<file path="config.mk">
export PLATFORM = sky130hd
export DESIGN_NAME = mem_port_arbiter_flat
export DESIGN_NICKNAME = d
export VERILOG_FILES = /design/src/rtl/mem_port_arbiter_if.sv /design/src/rtl/mem_port_arbiter.sv /design/src/flat_wrapper.sv
export SDC_FILE = /design/constraint.sdc
export NUM_CORES = 1
export LEC_CHECK = 0
export ABC_AREA = 1
export ABC_CLOCK_PERIOD_IN_PS = 3100
export BUFFER_PORTS_ARGS = -buffer_cell sky130_fd_sc_hd__buf_4
export CAP_MARGIN = 10
export CORE_ASPECT_RATIO = 0.9
export CORE_MARGIN = 8
export CORE_UTILIZATION = 35
export DETAILED_ROUTE_END_ITERATION = 16
export GPL_TIMING_DRIVEN = 0
export PLACE_DENSITY = 0.6
export SKIP_CTS_REPAIR_TIMING = 1
export SLEW_MARGIN = 20
export SYNTH_ARGS = -nofsm -noshare
export SYNTH_HDL_FRONTEND = slang
export SYNTH_SLANG_ARGS = --single-unit
</file>
<file path="constraint.sdc">
create_clock -name clk -period 3.1 [get_ports clk]
set_input_delay 0.465 -clock clk [delete_from_list [all_inputs] [get_ports clk]]
set_output_delay 0.465 -clock clk [all_outputs]
set_load 0.005 [all_outputs]
</file>
<file path="src/rtl/mem_port_arbiter_if.sv">
// Bundle of the fetch, data and memory-side signals around the shared memory port.
// The arbiter uses the slave view; the pipeline/memory environment uses the master view.
interface mem_port_arbiter_if #(
    parameter int unsigned ADDR_WIDTH = 16,
    parameter int unsigned DATA_WIDTH = 16
);
    logic                  i_read;
    logic [ADDR_WIDTH-1:0] i_address;
    logic [DATA_WIDTH-1:0] i_rdata;
    logic                  i_resp;

    logic                  d_read;
    logic                  d_write;
    logic                  d_lock;
    logic [ADDR_WIDTH-1:0] d_address;
    logic [DATA_WIDTH-1:0] d_wdata;
    logic [DATA_WIDTH-1:0] d_rdata;
    logic                  d_resp;

    logic                  mem_read;
    logic                  mem_write;
    logic [ADDR_WIDTH-1:0] mem_address;
    logic [DATA_WIDTH-1:0] mem_wdata;
    logic [DATA_WIDTH-1:0] mem_rdata;
    logic                  mem_resp;

    modport slave (
        input  i_read, i_address, d_read, d_write, d_lock, d_address, d_wdata,
               mem_rdata, mem_resp,
        output i_rdata, i_resp, d_rdata, d_resp,
               mem_read, mem_write, mem_address, mem_wdata
    );

    modport master (
        output i_read, i_address, d_read, d_write, d_lock, d_address, d_wdata,
               mem_rdata, mem_resp,
        input  i_rdata, i_resp, d_rdata, d_resp,
               mem_read, mem_write, mem_address, mem_wdata
    );
endinterface

</file>
<file path="src/rtl/mem_port_arbiter.sv">
// Shares one memory port between instruction fetch (I) and the data stage (D),
// honouring a D-side lock for LDI/STI pairs and bounding fetch starvation.
module mem_port_arbiter #(
    parameter int unsigned ADDR_WIDTH   = 16,
    parameter int unsigned DATA_WIDTH   = 16,
    parameter int unsigned STARVE_LIMIT = 4
) (
    input  logic                  clk,
    input  logic                  rst_n,
    mem_port_arbiter_if.slave     bus
);
    localparam int unsigned CNT_W = $clog2(STARVE_LIMIT + 1);

    typedef enum logic [1:0] {IDLE, SERVE_I, SERVE_D, LOCK_D} state_t;

    state_t                state, state_nxt;
    logic [CNT_W-1:0]      starve_cnt, starve_cnt_nxt;
    logic                  lat_write;
    logic                  lat_valid;
    logic [ADDR_WIDTH-1:0] lat_addr;
    logic [DATA_WIDTH-1:0] lat_wdata;
    logic [DATA_WIDTH-1:0] i_rdata_q, d_rdata_q;

    logic req_d;
    logic grant_i, grant_d;
    logic serving;
    logic i_resp_c, d_resp_c;

    assign req_d   = bus.d_read | bus.d_write;
    assign serving = (state == SERVE_I) || (state == SERVE_D);

    // Completion is forwarded only while the owner still holds its request.
    assign i_resp_c = (state == SERVE_I) && bus.mem_resp && bus.i_read;
    assign d_resp_c = (state == SERVE_D) && bus.mem_resp && req_d;

    // Arbitration and next-state selection.
    always_comb begin
        state_nxt      = state;
        starve_cnt_nxt = starve_cnt;
        grant_i        = 1'b0;
        grant_d        = 1'b0;
        unique case (state)
            IDLE: begin
                if (req_d && !(bus.i_read && (starve_cnt == CNT_W'(STARVE_LIMIT)))) begin
                    grant_d   = 1'b1;
                    state_nxt = SERVE_D;
                end else if (bus.i_read) begin
                    grant_i   = 1'b1;
                    state_nxt = SERVE_I;
                end
                if (!bus.i_read || grant_i) begin
                    starve_cnt_nxt = '0;
                end else if (grant_d && (starve_cnt != CNT_W'(STARVE_LIMIT))) begin
                    starve_cnt_nxt = starve_cnt + CNT_W'(1);
                end
            end
            SERVE_I: begin
                if (bus.mem_resp) state_nxt = IDLE;
            end
            SERVE_D: begin
                if (bus.mem_resp) state_nxt = bus.d_lock ? LOCK_D : IDLE;
            end
            LOCK_D: begin
                if (req_d) begin
                    grant_d   = 1'b1;
                    state_nxt = SERVE_D;
                end else if (!bus.d_lock) begin
                    state_nxt = IDLE;
                end
            end
            default: state_nxt = IDLE;
        endcase
    end

    // State, starvation counter, transaction latches and read-data holds.
    always_ff @(posedge clk or negedge rst_n) begin
        if (!rst_n) begin
            state      <= IDLE;
            starve_cnt <= '0;
            lat_write  <= 1'b0;
            lat_valid  <= 1'b0;
            lat_addr   <= '0;
            lat_wdata  <= '0;
            i_rdata_q  <= '0;
            d_rdata_q  <= '0;
        end else begin
            state      <= state_nxt;
            starve_cnt <= starve_cnt_nxt;
            if (grant_i) begin
                lat_write <= 1'b0;
                lat_valid <= 1'b1;
                lat_addr  <= bus.i_address;
                lat_wdata <= '0;
            end else if (grant_d) begin
                lat_write <= bus.d_write;
                lat_valid <= 1'b1;
                lat_addr  <= bus.d_address;
                lat_wdata <= bus.d_wdata;
            end else if (serving && bus.mem_resp) begin
                lat_valid <= 1'b0;
            end
            if (i_resp_c) i_rdata_q <= bus.mem_rdata;
            if (d_resp_c) d_rdata_q <= bus.mem_rdata;
        end
    end

    // Memory side is driven purely from the latches while a transaction is in flight.
    assign bus.mem_read    = serving && lat_valid && !lat_write;
    assign bus.mem_write   = serving && lat_valid && lat_write;
    assign bus.mem_address = serving ? lat_addr  : '0;
    assign bus.mem_wdata   = serving ? lat_wdata : '0;

    assign bus.i_resp  = i_resp_c;
    assign bus.d_resp  = d_resp_c;
    assign bus.i_rdata = i_resp_c ? bus.mem_rdata : i_rdata_q;
    assign bus.d_rdata = d_resp_c ? bus.mem_rdata : d_rdata_q;

endmodule

</file>
<file path="src/flat_wrapper.sv">
// flat-port wrapper written by rule: the top's interface ports become plain ports
module mem_port_arbiter_flat 
#(
    parameter int unsigned ADDR_WIDTH   = 16,
    parameter int unsigned DATA_WIDTH   = 16,
    parameter int unsigned STARVE_LIMIT = 4
)
  (clk, rst_n, bus_i_read, bus_i_address, bus_d_read, bus_d_write, bus_d_lock, bus_d_address, bus_d_wdata, bus_mem_rdata, bus_mem_resp, bus_i_rdata, bus_i_resp, bus_d_rdata, bus_d_resp, bus_mem_read, bus_mem_write, bus_mem_address, bus_mem_wdata);
  mem_port_arbiter_if #(.ADDR_WIDTH(ADDR_WIDTH), .DATA_WIDTH(DATA_WIDTH)) bus_i ();
  input  logic clk;
  input  logic rst_n;
  input wire logic [$bits(bus_i.i_read)-1:0] bus_i_read;
  input wire logic [$bits(bus_i.i_address)-1:0] bus_i_address;
  input wire logic [$bits(bus_i.d_read)-1:0] bus_d_read;
  input wire logic [$bits(bus_i.d_write)-1:0] bus_d_write;
  input wire logic [$bits(bus_i.d_lock)-1:0] bus_d_lock;
  input wire logic [$bits(bus_i.d_address)-1:0] bus_d_address;
  input wire logic [$bits(bus_i.d_wdata)-1:0] bus_d_wdata;
  input wire logic [$bits(bus_i.mem_rdata)-1:0] bus_mem_rdata;
  input wire logic [$bits(bus_i.mem_resp)-1:0] bus_mem_resp;
  output wire logic [$bits(bus_i.i_rdata)-1:0] bus_i_rdata;
  output wire logic [$bits(bus_i.i_resp)-1:0] bus_i_resp;
  output wire logic [$bits(bus_i.d_rdata)-1:0] bus_d_rdata;
  output wire logic [$bits(bus_i.d_resp)-1:0] bus_d_resp;
  output wire logic [$bits(bus_i.mem_read)-1:0] bus_mem_read;
  output wire logic [$bits(bus_i.mem_write)-1:0] bus_mem_write;
  output wire logic [$bits(bus_i.mem_address)-1:0] bus_mem_address;
  output wire logic [$bits(bus_i.mem_wdata)-1:0] bus_mem_wdata;
  assign bus_i.i_read = bus_i_read;
  assign bus_i.i_address = bus_i_address;
  assign bus_i.d_read = bus_d_read;
  assign bus_i.d_write = bus_d_write;
  assign bus_i.d_lock = bus_d_lock;
  assign bus_i.d_address = bus_d_address;
  assign bus_i.d_wdata = bus_d_wdata;
  assign bus_i.mem_rdata = bus_mem_rdata;
  assign bus_i.mem_resp = bus_mem_resp;
  assign bus_i_rdata = bus_i.i_rdata;
  assign bus_i_resp = bus_i.i_resp;
  assign bus_d_rdata = bus_i.d_rdata;
  assign bus_d_resp = bus_i.d_resp;
  assign bus_mem_read = bus_i.mem_read;
  assign bus_mem_write = bus_i.mem_write;
  assign bus_mem_address = bus_i.mem_address;
  assign bus_mem_wdata = bus_i.mem_wdata;
  mem_port_arbiter #(.ADDR_WIDTH(ADDR_WIDTH), .DATA_WIDTH(DATA_WIDTH), .STARVE_LIMIT(STARVE_LIMIT)) u_core (.clk(clk), .rst_n(rst_n), .bus(bus_i));
endmodule
</file>
==> results of run 1 <==
-- per-stage QoR --
stage / hold WS, ps / power (mW) / util [%] / std cells
after floorplan: 169 / 2.84 / - / 448
after global placement: 481 / 4.04 / 48.3 / 712
after detailed placement: 485 / 4.08 / 48.3 / 712
after CTS: 277 / 4.86 / 50.4 / 728
after global routing: 291 / 5.26 / 50.4 / 728
final: 232 / 4.79 / 50.4 / 728
-- sequential cells by signal, indices dropped and copies added (netlist names) --
register and flops:
u_core.d_rdata_q 16, u_core.i_rdata_q 16, u_core.lat_addr 16, u_core.lat_valid 1, u_core.lat_wdata 16, u_core.lat_write 1, u_core.starve_cnt 3, u_core.state 2
-- power breakdown --
| part | leakage [nW] | total [mW] | switching (mW) | internal (mW) |
|---|---|---|---|---|
| logic | 1.89 | 2.49 | 1.42 | 1.07 |
| registers | 0.893 | 1.53 | 0.175 | 1.35 |
| clock network | 0.105 | 0.765 | 0.351 | 0.414 |
-- cells in the mapped netlist --
library cell  instances  share of area [%]
o22ai_1               1               0.18
dfrtp_1              71                 51
o21ai_0              37                5.3
clkbuf_1             14                1.5
nand2_1             157                 17
buf_2                 9                1.3
buf_6                 1               0.32
ha_1                  6                2.2
buf_1                 1               0.11
nand4_1              35                6.3
inv_2                 1               0.11
nand2_2               5               0.90
a21oi_1               2               0.29
nand3_1              39                5.6
nor3b_1               1               0.22
nor2_1                3               0.32
buf_4                 3               0.65
nand3_2               2               0.57
inv_1                60                6.5
-- layout make-up --
class	instances	area [sq um]
timing repair buffer	138	1040
inverter	61	229
clock buffer	11	151
multi-input combinational	288	1350
fill	991	4810
buffer	28	135
sequential	71	1780
tap	126	158
clock inverter	5	56.3
-- worst max path at each step --
stage	from	to	depth (start not counted)
floorplan	u_core.state[0]$_DFFE_PN0P_	bus_mem_address[0]	6
global placement	bus_d_read	bus_d_rdata[11]	8
detailed placement	bus_d_read	bus_d_rdata[11]	7
CTS	u_core.state[0]$_DFFE_PN0P_	bus_mem_address[3]	7
global route	u_core.state[0]$_DFFE_PN0P_	bus_mem_address[3]	7
finish	u_core.state[0]$_DFFE_PN0P_	bus_mem_address[3]	7
-- cells by family (layout without fill, tap and decap cells) --
group,after synthesis,count (layout)
and+or+nand+nor,242,242
buffers and inverters,89,243
DFF,71,71
AOI/OAI and AO/OA,40,40
adders and majority gates,6,6
-- routing by layer --
layer  global-route usage, %  vias up  part of all wire (%)  wire length [microns]
met5                       0        -                     0                      0
met4                    3.78        0                  0.80                     88
met3                    6.77        9                   9.3                   1020
met2                    26.6      118                    47                   5150
met1                    19.6     1614                    43                   4690
li1                        -     1728                     -                      -
==> results.toml, run 1 <==
[status]
status = "finished, final reports clean"

[clock_network]
htreeDepth = 3
numCtsBuffers = 9
cts-root-buf = "clkbuf_8"
clk_path_buf_depth = 2
cts_tree = "yes"
worstSkewPairLatency_ps = 340
clkSinkCount = 71
path_clk_slew_ps = 80

[critical_path]
arrival_ps = 2180
path_buf_inv = 5
crit_chain = "inv_1 -> ha_1 -> clkbuf_1 -> clkbuf_1 -> nand2_1 -> inv_1 -> buf_4"
critPathCaptureType = "output port"
path_max_fanout = 10
reg2regPathDepth = 9
cp_slowest_cell = "clkbuf_1"
crit_family = "buffers and inverters"
critPathMaxStageDelay_ps = 430
ff2ff_setup_slack_ps = 1070
reg2reg_from = "u_core.state[0]$_DFFE_PN0P_"
criticalPathCategory = "flip-flop to output port"
setup.worst_path.start_class = "flip-flop"
required_ps = 2630
r2r-end = "u_core.lat_addr[9]$_DFFE_PN0P_"

[cells_and_area]
nNetsFinal = 674
layout-drive-gt1-share_pct = 29.1
layout-area-overhead-vs-synth_pct = 40.1
design_area_sq_mm = 0.00489
final_common_cell = "nand2_1"
antenna_cells = 0
final_cell_mix = "nand2_1, buf_4, dfrtp_1"

[sta]
drv_slew = 0
setup_viol = 0
fin_worst_skew_ps = 6.71
finalCriticalPeriod_ps = 2640
hold_viol = 0
setup_tns_ps = 0
worst_slack_ps = 459
period_share_pct = 85.2
slew_headroom_pct = 40.6
max_slew.worst_pin.slew_ps = 891
rsz0062_at_grt = "false"
max_freq_ghz = 0.379

[placement]
portBuffers = 138
place.gp.congestion = 0.830
placed_area_sq_mm = 0.00468
dp_slack_ps = 798
dp_hpwl_microns = 8190

[yosys]
synth_top_family_by_area = "simple AND/OR/NAND/NOR gates"
synth_area_sq_mm = 0.00349
synth_xor_area_share_pct = 0
synthMuxAreaShare_pct = 0
ys_warn_count = 0
synth.ff_latch_count = 71
synth_compound_area_share_pct = 5.77
yosysSeqAreaShare_pct = 50.9
synth_fa_ha_area_share_pct = 2.15
post_synth.cell_area_avg_sq_um = 7.79
ys_types = 19
yosys.area_share.simple_pct = 30.8
synthCells = 448
syn_nets = 525

[global_routing]
grt_usage_pct = 16.4
grt_start_max_net_pins = 72
grt_pass1_vias = 3670
antenna_found_initial = 0
overflow = 0
grt_pass1_wl_microns = 17900

[detailed_routing]
viasPerCell = 4.77
drtAntennaViolNets = 0
drc = 0
first_pass_iters = 4
drtIter0Drc = 206
vias = 3469
routedWlPerCell_microns = 15.0
routed_wl_microns = 10900

[power]
vdd_drop_max_v = 0.000446
pwr_density_cell_mw_per_mm2 = 978
p_leak_nw = 2.89

[run]
drv_cap = 0

[die]
start_util_pct = 36.0
die_x_microns = 121
io_pins = 139
die_h_microns = 111
fp.coreArea_sq_mm = 0.00970
dieArea_sq_mm = 0.0134
rows = 34

[worst_hold_path]
hold_class = "primary input to async pin"
Note: power is estimated with default switching activity, not from simulation.
==> run 2: changes to the inputs <==
Settings changed: CORE_ASPECT_RATIO 0.9 to 1.25, GPL_TIMING_DRIVEN 0 to not set.
==> run 2 against run 1 <==
Maximum frequency up 9.7%. Largest power group unchanged. Register-to-register slack worse by 230 ps. Cell count decreased by 3.0%. Sequential cell count did not move. Critical endpoint is now bus_mem_address[7]. Via count is 4.6% lower. Global-route usage is 1.5 points lower. Total power rose by 6.7%.
==> results.toml, run 2 (synthesized netlist as in run 1, its figures left out) <==
[critical_path]
required_ps = 2630
criticalPathCategory = "flip-flop to output port"
crit_family = "buffers and inverters"
crit_chain = "inv_1 -> ha_1 -> buf_4 -> nand2_1 -> inv_1 -> buf_4"
path_max_fanout = 25
critPathMaxStageDelay_ps = 500
setup.worst_path.start_class = "flip-flop"
arrival_ps = 1940
cp_slowest_cell = "ha_1"
critPathCaptureType = "output port"
path_buf_inv = 4

[sta]
period_share_pct = 77.7
fin_worst_skew_ps = 5.16
hold_viol = 0
worst_slack_ps = 692
finalCriticalPeriod_ps = 2410
setup_tns_ps = 0
rsz0062_at_grt = "false"
drv_slew = 0
setup_viol = 0
slew_headroom_pct = 40.9
max_freq_ghz = 0.415
max_slew.worst_pin.slew_ps = 887

[global_routing]
overflow = 0
grt_pass1_vias = 3378
grt_start_max_net_pins = 72
antenna_found_initial = 0
grt_usage_pct = 14.8
grt_pass1_wl_microns = 16400

[clock_network]
cts_tree = "yes"
path_clk_slew_ps = 60
cts-root-buf = "clkbuf_16"
worstSkewPairLatency_ps = 330
clkSinkCount = 71
clk_path_buf_depth = 2
numCtsBuffers = 9
htreeDepth = 3

[cells_and_area]
fin_util_pct = 51.1
layout-area-overhead-vs-synth_pct = 41.5
final_cell_mix = "nand2_1, buf_4, dfrtp_1"
antenna_cells = 0
layout-drive-gt1-share_pct = 28.8
final_common_cell = "nand2_1"
nFillCells = 940
stdcell_count = 706
nNetsFinal = 652
regArea_sq_mm = 0.00178
multiInputGateArea_sq_mm = 0.00135

[power]
p_leak_nw = 2.91
pwr_density_cell_mw_per_mm2 = 1030
vdd_drop_max_v = 0.000380

[detailed_routing]
viasPerCell = 4.69
routedWlPerCell_microns = 14.2
routed_wl_microns = 10000
drtAntennaViolNets = 0
drc = 0
drtIter0Drc = 124
vias = 3308
first_pass_iters = 4

[placement]
portBuffers = 138
dp_slack_ps = 747
place.gp.congestion = 0.804
dp_hpwl_microns = 7360
dpl.cell_count = 690

[die]
start_util_pct = 36.1
die_x_microns = 105
dieArea_sq_mm = 0.0134
fp.coreArea_sq_mm = 0.00966
rows = 40
io_pins = 139
die_h_microns = 128

[worst_hold_path]
hold_class = "primary input to async pin"

[run]
drv_cap = 0

[status]
status = "finished, final reports clean"
-- run 2: where the power goes --
group / switching (mW) / leakage, nW / total [mW] / internal (mW)
clock: 0.389 / 0.168 / 1.18 / 0.793
combinational: 1.34 / 1.85 / 2.38 / 1.04
sequential: 0.185 / 0.893 / 1.54 / 1.36
total: 1.91 / 2.91 / 5.10 / 3.19
-- run 2: worst paths after layout --
path                                                      from                                to  slack (ps)  cells after the start
min in group clk                                bus_d_wdata[3]   u_core.lat_wdata[3]$_DFFE_PN0P_         390                      3
worst max register to register     u_core.state[0]$_DFFE_PN0P_    u_core.lat_addr[5]$_DFFE_PN0P_         840                      9
worst max-delay path               u_core.state[0]$_DFFE_PN0P_                bus_mem_address[7]         690                      6
max in group asynchronous                                rst_n     u_core.i_rdata_q[6]$_DFF_PN0_        2260                      1
worst min register to register  u_core.i_rdata_q[10]$_DFF_PN0_    u_core.i_rdata_q[10]$_DFF_PN0_         500                      2
worst min-delay path                                     rst_n  u_core.lat_wdata[10]$_DFFE_PN0P_         250                      1
-- run 2: metrics by stage --
stage	hold slack [ps]	instance area [sq um]	total power [mW]
floorplan	169	3490	2.84
global placement	478	4590	3.92
detailed placement	489	4590	3.97
CTS	289	4940	5.19
global route	345	4940	5.53
finish	248	4940	5.10
-- run 2: final cells by class --
cell class | instances | share of cell area, %
flip-flops and latches | 71 | 36.0
multi-input cells | 288 | 27.3
repair buffers | 144 | 21.9
clock buffers | 10 | 4.64
inverters | 61 | 4.64
well taps | 126 | 3.19
clock inverters | 6 | 2.36
-- run 2: worst reg2reg max path, cell delays in order (launching register included) --
cell     delay [ps]
dfrtp_1         410
inv_1           100
ha_1            330
buf_4           270
nand3_2         320
buf_4           410
nand2_1         130
nand2_1          50
nand2_1          60
nand2_1          50
-- run 2: per-layer routing --
| metal | GRT usage, % | wire length [microns] |
|---|---|---|
| met5 | 0 | 0 |
| met2 | 22.4 | 4360 |
| met1 | 18.6 | 4610 |
| met3 | 6.04 | 912 |
| met4 | 5.30 | 115 |
